==> config.mk <==
export PLATFORM = sky130hd
export DESIGN_NAME = mul_column_sequencer
export DESIGN_NICKNAME = d
export VERILOG_FILES = /design/src/rtl/mul_column_sequencer.sv
export SDC_FILE = /design/constraint.sdc
export NUM_CORES = 1
export LEC_CHECK = 0
export BUFFER_PORTS_ARGS = -buffer_cell sky130_fd_sc_hd__buf_2
export CORE_MARGIN = 1.5
export CORE_UTILIZATION = 59
export CTS_CLUSTER_DIAMETER = 60
export DETAILED_ROUTE_END_ITERATION = 6
export PLACE_DENSITY = 0.82
export SLEW_MARGIN = 25
export SYNTH_ARGS = -nofsm -noshare
export SYNTH_HDL_FRONTEND = slang
export SYNTH_SLANG_ARGS = --single-unit
export TNS_END_PERCENT = 10
==> constraint.sdc <==
create_clock -name clk -period 4.7 [get_ports clk]
set_input_delay 0.94 -clock clk [delete_from_list [all_inputs] [get_ports clk]]
set_output_delay 0.94 -clock clk [all_outputs]
set_load 0.05 [all_outputs]
==> src/rtl/mul_column_sequencer.sv <==
// Column-serial multiplier sequencer: pushes partial-product bits into the per-column shift registers and captures the compressor product.
// Latency: product valid W+LAT+1 cycles after the accept edge; in_ready only in IDLE, so one transaction at a time.
// Backpressure: product and out_valid held in DONE until out_ready; MUL_SEQ_CHECK_EN adds the err/err_prod reference check.
module mul_column_sequencer #(
    parameter int W   = 24,
    parameter int LAT = 0
) (
    input  logic             clk,
    input  logic             rst,
    input  logic             in_valid,
    output logic             in_ready,
    input  logic [W-1:0]     in_a,
    input  logic [W-1:0]     in_b,
    output logic [2*W-2:0]   col_bit,
    input  logic [2*W-1:0]   prod_in,
    output logic             out_valid,
    input  logic             out_ready,
    output logic [2*W-1:0]   out_prod,
`ifdef MUL_SEQ_CHECK_EN
    output logic             err,
    output logic [2*W-1:0]   err_prod,
`endif
    output logic             busy
);

    localparam int KW = (W > 1) ? $clog2(W) : 1;
    localparam int LW = (LAT > 0) ? $clog2(LAT + 1) : 1;

    typedef enum logic [1:0] {IDLE, LOAD, WAIT, DONE} state_t;

    state_t          state, state_nxt;
    logic [W-1:0]    a_r, b_r;
    logic [KW-1:0]   k_cnt;
    logic [LW-1:0]   w_cnt;
    logic            last_push;
    logic            wait_done;

    // Bit c is the push for column c at cycle k; leading pushes of short columns are zero
    // so that the final h_c pushes are exactly that column's partial products.
    function automatic logic [2*W-2:0] pp_column_bits(input logic [W-1:0] a,
                                                      input logic [W-1:0] b,
                                                      input int k);
        logic [2*W-2:0] bits;
        int h, jlo, t;
        bits = '0;
        for (int c = 0; c < 2*W-1; c++) begin
            h   = (c + 1 < 2*W - 1 - c) ? c + 1 : 2*W - 1 - c;
            jlo = (c - W + 1 > 0) ? c - W + 1 : 0;
            t   = k - (W - h);
            if (t >= 0)
                bits[c] = |((a >> (jlo + t)) & (b >> (c - jlo - t)) & W'(1));
        end
        return bits;
    endfunction

    assign last_push = (k_cnt == KW'(W - 1));
    assign wait_done = (w_cnt == LW'(LAT));

    assign in_ready  = (state == IDLE);
    assign busy      = (state != IDLE);
    assign out_valid = (state == DONE);

    always_ff @(posedge clk) begin
        if (rst) state <= IDLE;
        else     state <= state_nxt;
    end

    always_comb begin
        state_nxt = state;
        case (state)
            IDLE: if (in_valid)            state_nxt = LOAD;
            LOAD: if (last_push)           state_nxt = WAIT;
            WAIT: if (wait_done)           state_nxt = DONE;
            DONE: if (out_ready)           state_nxt = IDLE;
            default:                       state_nxt = IDLE;
        endcase
    end

    // col_bit leads the shift registers by one edge, so push k=0 is registered on the
    // accept edge itself. With LAT=0 the single WAIT cycle is the capture cycle.
    always_ff @(posedge clk) begin
        if (rst) begin
            a_r      <= '0;
            b_r      <= '0;
            k_cnt    <= '0;
            w_cnt    <= '0;
            col_bit  <= '0;
            out_prod <= '0;
        end else begin
            case (state)
                IDLE: begin
                    if (in_valid) begin
                        a_r     <= in_a;
                        b_r     <= in_b;
                        k_cnt   <= '0;
                        col_bit <= pp_column_bits(in_a, in_b, 0);
                    end
                end
                LOAD: begin
                    k_cnt   <= k_cnt + KW'(1);
                    w_cnt   <= '0;
                    col_bit <= last_push ? '0 : pp_column_bits(a_r, b_r, int'(k_cnt) + 1);
                end
                WAIT: begin
                    w_cnt <= w_cnt + LW'(1);
                    if (wait_done)
                        out_prod <= prod_in;
                end
                default: ;
            endcase
        end
    end

`ifdef MUL_SEQ_CHECK_EN
    logic [2*W-1:0] ref_prod;
    assign ref_prod = {{W{1'b0}}, a_r} * {{W{1'b0}}, b_r};

    always_ff @(posedge clk) begin
        if (rst) begin
            err      <= 1'b0;
            err_prod <= '0;
        end else if (state == WAIT && wait_done && prod_in != ref_prod) begin
            err <= 1'b1;
            if (!err)
                err_prod <= ref_prod;
        end
    end
`endif

endmodule
==> results.yml, run 1 <==
timing:
  fin_tns_setup_ns: 0
  final.min_clock_period_ns: 4.45
  postLayoutSetupSlackWorst_ns: 0.246
  hold_viol: 0
  rsz_0062_raised_after_global_routing: "false"
  report.final.setup_viol: 0
  finalCritPeriodShare_pct: 94.8
  worst_max_slew_margin_expressed_relative_to_the_limit_pct: 28.7
  post_route_skew_ns: 0.0142
  achievable-frequency_mhz: 225
  report.final.slew_viol_count: 0
  worstMarginPinSlew_ns: 1.04
floorplanning:
  fp.dieW_um: 150
  placement_rows: 53
  floorplan.die_area_um2: 22400
  boundaryPins: 198
  floorplan.initialDensity_pct: 60.3
  height_of_the_die_um: 150
  fp.coreArea_um2: 21100
synthesis:
  synth-edff-count: 0
  ys_seq_area_share_pct: 23.8
  yosys-mux-area-fraction_pct: 16.1
  fraction_of_the_mapped_netlist_area_in_adder_cells_pct: 8.50
  gate_count_post_synth: 1619
  synth-simple-area-share_pct: 20.4
  synth_xor_xnor_area_share_pct: 4.85
  yosysWarningCount: 0
  synth_top_family_by_area: "simple AND/OR/NAND/NOR gates"
  syn_nets: 1804
  avgSynthCellArea_um2: 7.85
  dominantRegCellSynth: "sky130_fd_sc_hd__dfxtp_1"
  ys_ff_latch: 151
  synth_compound_gate_area_share_pct: 20.3
  ys_async_sr_fraction_pct: 0
  post_synth_instance_area_um2: 12700
  yosysUniqueCellTypes: 87
power_and_ir_drop:
  powerDensity_nw_per_um2: 464
  power.leakage_uw: 0.00590
  vdd_ir_drop_max_uv: 471
route:
  antenna_left: 0
  routed_wirelength_um: 48000
  viasPerCell: 6.47
  wire_per_inst_um: 23.4
  drt-initial-drc-count: 1294
  drt_pass1_iterations: 6
  drt_drc_violations_left: 0
  vias: 13269
worst_setup_path:
  worst_endpoint_required_time_ns: 5.05
  crit_path_max_incr_delay_ns: 0.85
  critical_path_arrival_ns: 4.80
  worstSetupStartpointType: "flop"
  cp.buffers_inverters: 2
  critical_path.endpoint_type: "flop"
  crit_path_cell_trace: "ha_1 -> xor2_1 -> ha_1 -> inv_1 -> o21ai_2 -> xnor2_2 -> inv_1 -> a2111oi_0 -> nand4_1 -> a21oi_1"
  worst_path_max_delay_cell: "sky130_fd_sc_hd__a2111oi_0"
  r2r.worst_path.cells: 10
  crit_cells: 10
  critical_path.max_fanout: 26
  worst_path_dominant_cell_family: "compound AO/OA/AOI/OAI gates"
  crit_type: "reg -> reg"
grt:
  antenna_found_initial: 1
  grtUsageTotal_pct: 42.6
  grt_first_pass_wirelength_um: 72800
  maximum_number_of_pins_on_one_net_before_global_route_repair: 91
  grt_pass1_vias: 12520
  grt_remaining_overflow: 0
min_path:
  holdCritPathClass: "reg -> reg"
  holdPathStages: 2
cts:
  cts.repair.resized: 0
  clk_transition_reported_paths_ns: 0.08
  htreeDepth: 4
  tritoncts_clock_tree: "yes"
  inserted_clock_buffers: 17
  postCtsSetupRepairBufs: 0
  root_buffer: "sky130_fd_sc_hd__clkbuf_16"
  clock-sinks: 151
  cts.hold.buffers_added: 0
  buffers_from_clock_root_to_sink_at_most: 2
  clock_latency_ns: 0.44
placed_design:
  gp_congestion: 1.08
  port-buffer-count: 197
  dp_cells: 2019
  detailedPlacementHpwl_um: 35300
  preCtsSetupSlack_ns: 0.463
finish:
  area_growth_pct: 14.0
  layout.cells.non_filler: 2051
  insertedDiodeCount: 0
  drive_above_1_share_pct: 21.5
  final_nets: 1949
job:
  max_cap_viol_count: 0
run_status:
  run_status: "completed"
## power by group
group,internal (uW),switching [uW]
Clock,757,689
Combinational,1150,2460
Sequential,1460,210
Total,3370,3360
## area by class of cell
type | instances | area [um^2]
Multi-Input combinational cell | 1295 | 8960
Clock buffer | 17 | 425
Tap cell | 275 | 344
Sequential cell | 151 | 3030
Inverter | 52 | 200
Timing Repair Buffer | 247 | 1380
Clock inverter | 14 | 160
Fill cell | 1785 | 6590
## cells by family after synthesis
kind of cell | Yosys count
and+or+nand+nor | 584
AOI/OAI and AO/OA | 419
buffers and inverters | 173
DFF | 151
muxes | 149
adders and majority gates | 86
xor gates and xnor gates | 57
## cell usage in the layout (no fill, tap or decap), drive strengths merged, types with 7 or more instances in the layout
| cell | netlist | layout |
|---|---|---|
| nand2 | 317 | 317 |
| buf | 59 | 247 |
| a21oi | 198 | 198 |
| dfxtp | 151 | 151 |
| nor2 | 91 | 91 |
| mux2i | 86 | 86 |
| ha | 84 | 84 |
| o21ai | 75 | 75 |
| inv | 49 | 57 |
| xnor2 | 47 | 47 |
| mux4 | 42 | 42 |
| nand3 | 42 | 42 |
| nor3 | 39 | 39 |
| a211oi | 23 | 23 |
| mux2 | 21 | 21 |
| clkbuf | 62 | 17 |
| a31oi | 16 | 16 |
| and2 | 14 | 14 |
| nor4 | 14 | 14 |
| nand4 | 14 | 14 |
| o31ai | 12 | 12 |
| nor2b | 12 | 12 |
| nand2b | 11 | 11 |
| o211ai | 11 | 11 |
| a22o | 10 | 10 |
| a32oi | 9 | 9 |
| xor2 | 8 | 8 |
| clkinv | 3 | 8 |
| a32o | 7 | 7 |
| a2111oi | 7 | 7 |
## worst register-to-register path: stages (launching register included)
cell                        delay, ns
sky130_fd_sc_hd__dfxtp_4         0.56
sky130_fd_sc_hd__ha_1            0.54
sky130_fd_sc_hd__xor2_1          0.51
sky130_fd_sc_hd__ha_1            0.51
sky130_fd_sc_hd__inv_1           0.28
sky130_fd_sc_hd__o21ai_2         0.27
sky130_fd_sc_hd__xnor2_2         0.23
sky130_fd_sc_hd__inv_1           0.19
sky130_fd_sc_hd__a2111oi_0       0.85
sky130_fd_sc_hd__nand4_1         0.24
sky130_fd_sc_hd__a21oi_1         0.19
## path summary, 6_finish.rpt
path	start	to	slack [ns]
worst min-delay path	col_bit[12]$_SDFFE_PP0P_	col_bit[12]$_SDFFE_PP0P_	0.45
worst max-delay path	k_cnt[0]$_SDFFE_PP0P_	col_bit[2]$_SDFFE_PP0P_	0.25
worst max register to register	k_cnt[0]$_SDFFE_PP0P_	col_bit[2]$_SDFFE_PP0P_	0.25
worst min register to register	col_bit[12]$_SDFFE_PP0P_	col_bit[12]$_SDFFE_PP0P_	0.45
## cells in the mapped netlist (14+ instances only)
cell type / instances / area, um^2
sky130_fd_sc_hd__a211oi_1: 23 / 173
sky130_fd_sc_hd__a21oi_1: 195 / 976
sky130_fd_sc_hd__a31oi_1: 16 / 100
sky130_fd_sc_hd__and2_1: 14 / 87.6
sky130_fd_sc_hd__buf_2: 31 / 155
sky130_fd_sc_hd__buf_4: 14 / 105
sky130_fd_sc_hd__clkbuf_1: 61 / 229
sky130_fd_sc_hd__dfxtp_1: 151 / 3020
sky130_fd_sc_hd__ha_1: 84 / 1050
sky130_fd_sc_hd__inv_1: 40 / 150
sky130_fd_sc_hd__mux2_2: 19 / 214
sky130_fd_sc_hd__mux2i_1: 86 / 861
sky130_fd_sc_hd__mux4_2: 42 / 946
sky130_fd_sc_hd__nand2_1: 316 / 1190
sky130_fd_sc_hd__nand3_1: 40 / 200
sky130_fd_sc_hd__nand4_1: 14 / 87.6
sky130_fd_sc_hd__nor2_1: 89 / 334
sky130_fd_sc_hd__nor3_1: 38 / 190
sky130_fd_sc_hd__nor4_1: 14 / 87.6
sky130_fd_sc_hd__o21ai_0: 64 / 320
sky130_fd_sc_hd__xnor2_1: 38 / 333
## registers in the layout, summed over array words and instances, names as in the netlist
name / count
a_r: 24
b_r: 24
col_bit: 47
k_cnt: 5
out_prod: 48
state: 2
w_cnt: 1
## routing by layer
layer	vias to the layer above	track usage (%)	routed length, um
met5	-	0	20
met4	2	26.1	3150
met2	835	64.5	20800
li1	6076	-	-
met1	6190	54.9	18700
met3	166	9.85	5310
## through the flow
stage,power (uW),util (%),cell area (um^2),hold WS [ns]
2_1_floorplan,4120,-,12700,0.456
3_3_place_gp,5090,65.9,13900,0.431
3_5_place_dp,5150,65.9,13900,0.441
4_1_cts,6600,68.7,14500,0.451
5_1_grt,6990,68.8,14500,0.467
6_report,6730,68.8,14500,0.449
Note: power is estimated with default switching activity, not from simulation.
==> inputs of run 2 (changes only) <==
--- a/config.mk
+++ b/config.mk
@@ -10,7 +10,7 @@
 export CORE_UTILIZATION = 59
 export CTS_CLUSTER_DIAMETER = 60
 export DETAILED_ROUTE_END_ITERATION = 6
-export PLACE_DENSITY = 0.82
+export PLACE_DENSITY = 0.94
 export SLEW_MARGIN = 25
 export SYNTH_ARGS = -nofsm -noshare
 export SYNTH_HDL_FRONTEND = slang
==> run 2 against run 1 <==
Compared with the run above: via count is 2.5% higher; count of clock-buffer cells in the layout up 1; cell count up 0.20%; sequential power about the same; sequential share of layout area down 0.056 points; critical path depth is the same; utilization increased by 0.18 points; routed wire length increased by 3.5%; setup slack better by 0.25 ns; maximum frequency is 6.1% higher; non-clock buffer count is 1 higher; largest power group unchanged.
==> results.yml, run 2 (same netlist as run 1, synthesis figures left out) <==
run_status:
  run_status: "completed"
worst_setup_path:
  worst_path_dominant_cell_family: "compound AO/OA/AOI/OAI gates"
  cp.buffers_inverters: 1
  reg2reg_from: "k_cnt[0]$_SDFFE_PP0P_"
  r2r.worst_path.cells: 10
  crit_path_cell_trace: "ha_1 -> buf_4 -> xor2_1 -> ha_1 -> nor2_1 -> a21oi_1 -> xnor2_1 -> a2111oi_0 -> a31oi_1 -> o41ai_1"
  rrSetupSlack_ns: 0.50
  crit_path_max_incr_delay_ns: 0.70
  critical_path.max_fanout: 27
  worst_endpoint_required_time_ns: 5.03
  crit_type: "reg -> reg"
  cpMostUsedCell: "sky130_fd_sc_hd__ha_1"
  regToRegEndpoint: "col_bit[32]$_SDFFE_PP0P_"
  worstSetupStartpointType: "flop"
  critical_path_arrival_ns: 4.53
  critical_path.endpoint_type: "flop"
  worst_path_max_delay_cell: "sky130_fd_sc_hd__ha_1"
cts:
  buffers_from_clock_root_to_sink_at_most: 2
  clock-sinks: 151
  htreeDepth: 4
  clk_transition_reported_paths_ns: 0.08
  cts.hold.buffers_added: 0
  postCtsSetupRepairBufs: 0
  root_buffer: "sky130_fd_sc_hd__clkbuf_16"
  inserted_clock_buffers: 17
  clock_latency_ns: 0.44
  cts.repair.resized: 0
  tritoncts_clock_tree: "yes"
finish:
  top_regs: "out_prod x48, col_bit x47"
  final_nets: 1950
  final_core_util_pct: 69.0
  layout_commonest_cell: "sky130_fd_sc_hd__nand2_1"
  drive_above_1_share_pct: 21.5
  area_growth_pct: 14.3
  most-common-layout-cells: "316 x sky130_fd_sc_hd__nand2_1, 196 x sky130_fd_sc_hd__buf_2, 194 x sky130_fd_sc_hd__a21oi_1, 149 x sky130_fd_sc_hd__dfxtp_1, 89 x sky130_fd_sc_hd__nor2_1"
  top_register: "out_prod"
  largest_register_ff_count: 48
timing:
  finalCritPeriodShare_pct: 89.4
  post_route_skew_ns: 0.0174
  rsz_0062_raised_after_global_routing: "false"
  hold_viol: 0
  achievable-frequency_mhz: 238
  report.final.setup_viol: 0
  fin_tns_setup_ns: 0
  worst_max_slew_margin_expressed_relative_to_the_limit_pct: 32.7
  final.min_clock_period_ns: 4.20
  worstMarginPinSlew_ns: 1.01
  report.final.slew_viol_count: 0
floorplanning:
  fp.coreArea_um2: 21100
  placement_rows: 53
  boundaryPins: 198
  floorplan.initialDensity_pct: 60.3
  floorplan.die_area_um2: 22400
  height_of_the_die_um: 150
  fp.dieW_um: 150
grt:
  grt_first_pass_wirelength_um: 74500
  antenna_found_initial: 4
  grtUsageTotal_pct: 44.1
  grt_remaining_overflow: 0
  grt_pass1_vias: 12766
  maximum_number_of_pins_on_one_net_before_global_route_repair: 83
route:
  wire_per_inst_um: 24.2
  drt-initial-drc-count: 1545
  viasPerCell: 6.62
  drt_pass1_iterations: 5
  vias: 13605
  drt_drc_violations_left: 0
  antenna_left: 0
  routed_wirelength_um: 49600
min_path:
  holdCritPathClass: "reg -> reg"
  holdCritStartpoint: "col_bit[12]$_SDFFE_PP0P_"
  hold_path_end: "col_bit[12]$_SDFFE_PP0P_"
  holdPathStages: 2
placed_design:
  port-buffer-count: 197
  gp_congestion: 1.08
  detailedPlacementHpwl_um: 37300
power_and_ir_drop:
  power.leakage_uw: 0.00592
  powerDensity_nw_per_um2: 469
  vdd_ir_drop_max_uv: 525
job:
  max_cap_viol_count: 0
-- run 2: worst max path at each step --
stage,from,endpoint,depth (start not counted)
after detailed placement,k_cnt[0]$_SDFFE_PP0P_,col_bit[32]$_SDFFE_PP0P_,10
after floorplan,k_cnt[1]$_SDFFE_PP0P_,col_bit[42]$_SDFFE_PP0P_,16
after CTS,k_cnt[0]$_SDFFE_PP0P_,col_bit[32]$_SDFFE_PP0P_,10
after global routing,k_cnt[0]$_SDFFE_PP0P_,col_bit[37]$_SDFFE_PP0P_,13
final,k_cnt[0]$_SDFFE_PP0P_,col_bit[32]$_SDFFE_PP0P_,10
after global placement,k_cnt[0]$_SDFFE_PP0P_,col_bit[32]$_SDFFE_PP0P_,10
-- run 2: final cells by class --
| type | count | area (um^2) |
|---|---|---|
| clock buffer | 18 | 429 |
| fill | 1715 | 6550 |
| clock inverter | 14 | 184 |
| tap | 275 | 344 |
| antenna | 2 | 5.00 |
| multi-input combinational | 1295 | 8970 |
| sequential | 151 | 3030 |
| inverter | 52 | 200 |
| timing repair buffer | 248 | 1380 |
-- run 2: through the flow --
stage / power, uW / worst slack [ns] / hold slack (ns) / instance area (um^2) / instances
detailed placement: 5170 / 0.629 / 0.438 / 13900 / 2021
CTS: 6680 / 0.565 / 0.450 / 14500 / 2053
finish: 6810 / 0.501 / 0.448 / 14500 / 2055
global placement: 5090 / 0.585 / 0.427 / 13900 / 2021
floorplan: 4120 / 0.807 / 0.456 / 12700 / 1619
global route: 7050 / 0.375 / 0.469 / 14500 / 2053
-- run 2: report_power, final --
part	total, uW	internal [uW]	switching, uW
combinational	3640	1150	2490
clock	1510	814	698
sequential	1670	1460	206
-- run 2: tightest hold or removal path: cells and delay by family, from the launching register on --
family / cells / cell delay, ns
flops: 1 / 0.31
compound gates: 1 / 0.05
simple gates: 1 / 0.05
-- run 2: routing by layer --
layer / up-vias / GRT usage [%] / wire (um)
li1: 6083 / - / -
met4: 0 / 24.0 / 2950
met5: - / 0 / 0
met3: 170 / 12.0 / 5790
met2: 876 / 69.6 / 22200
met1: 6476 / 54.4 / 18700
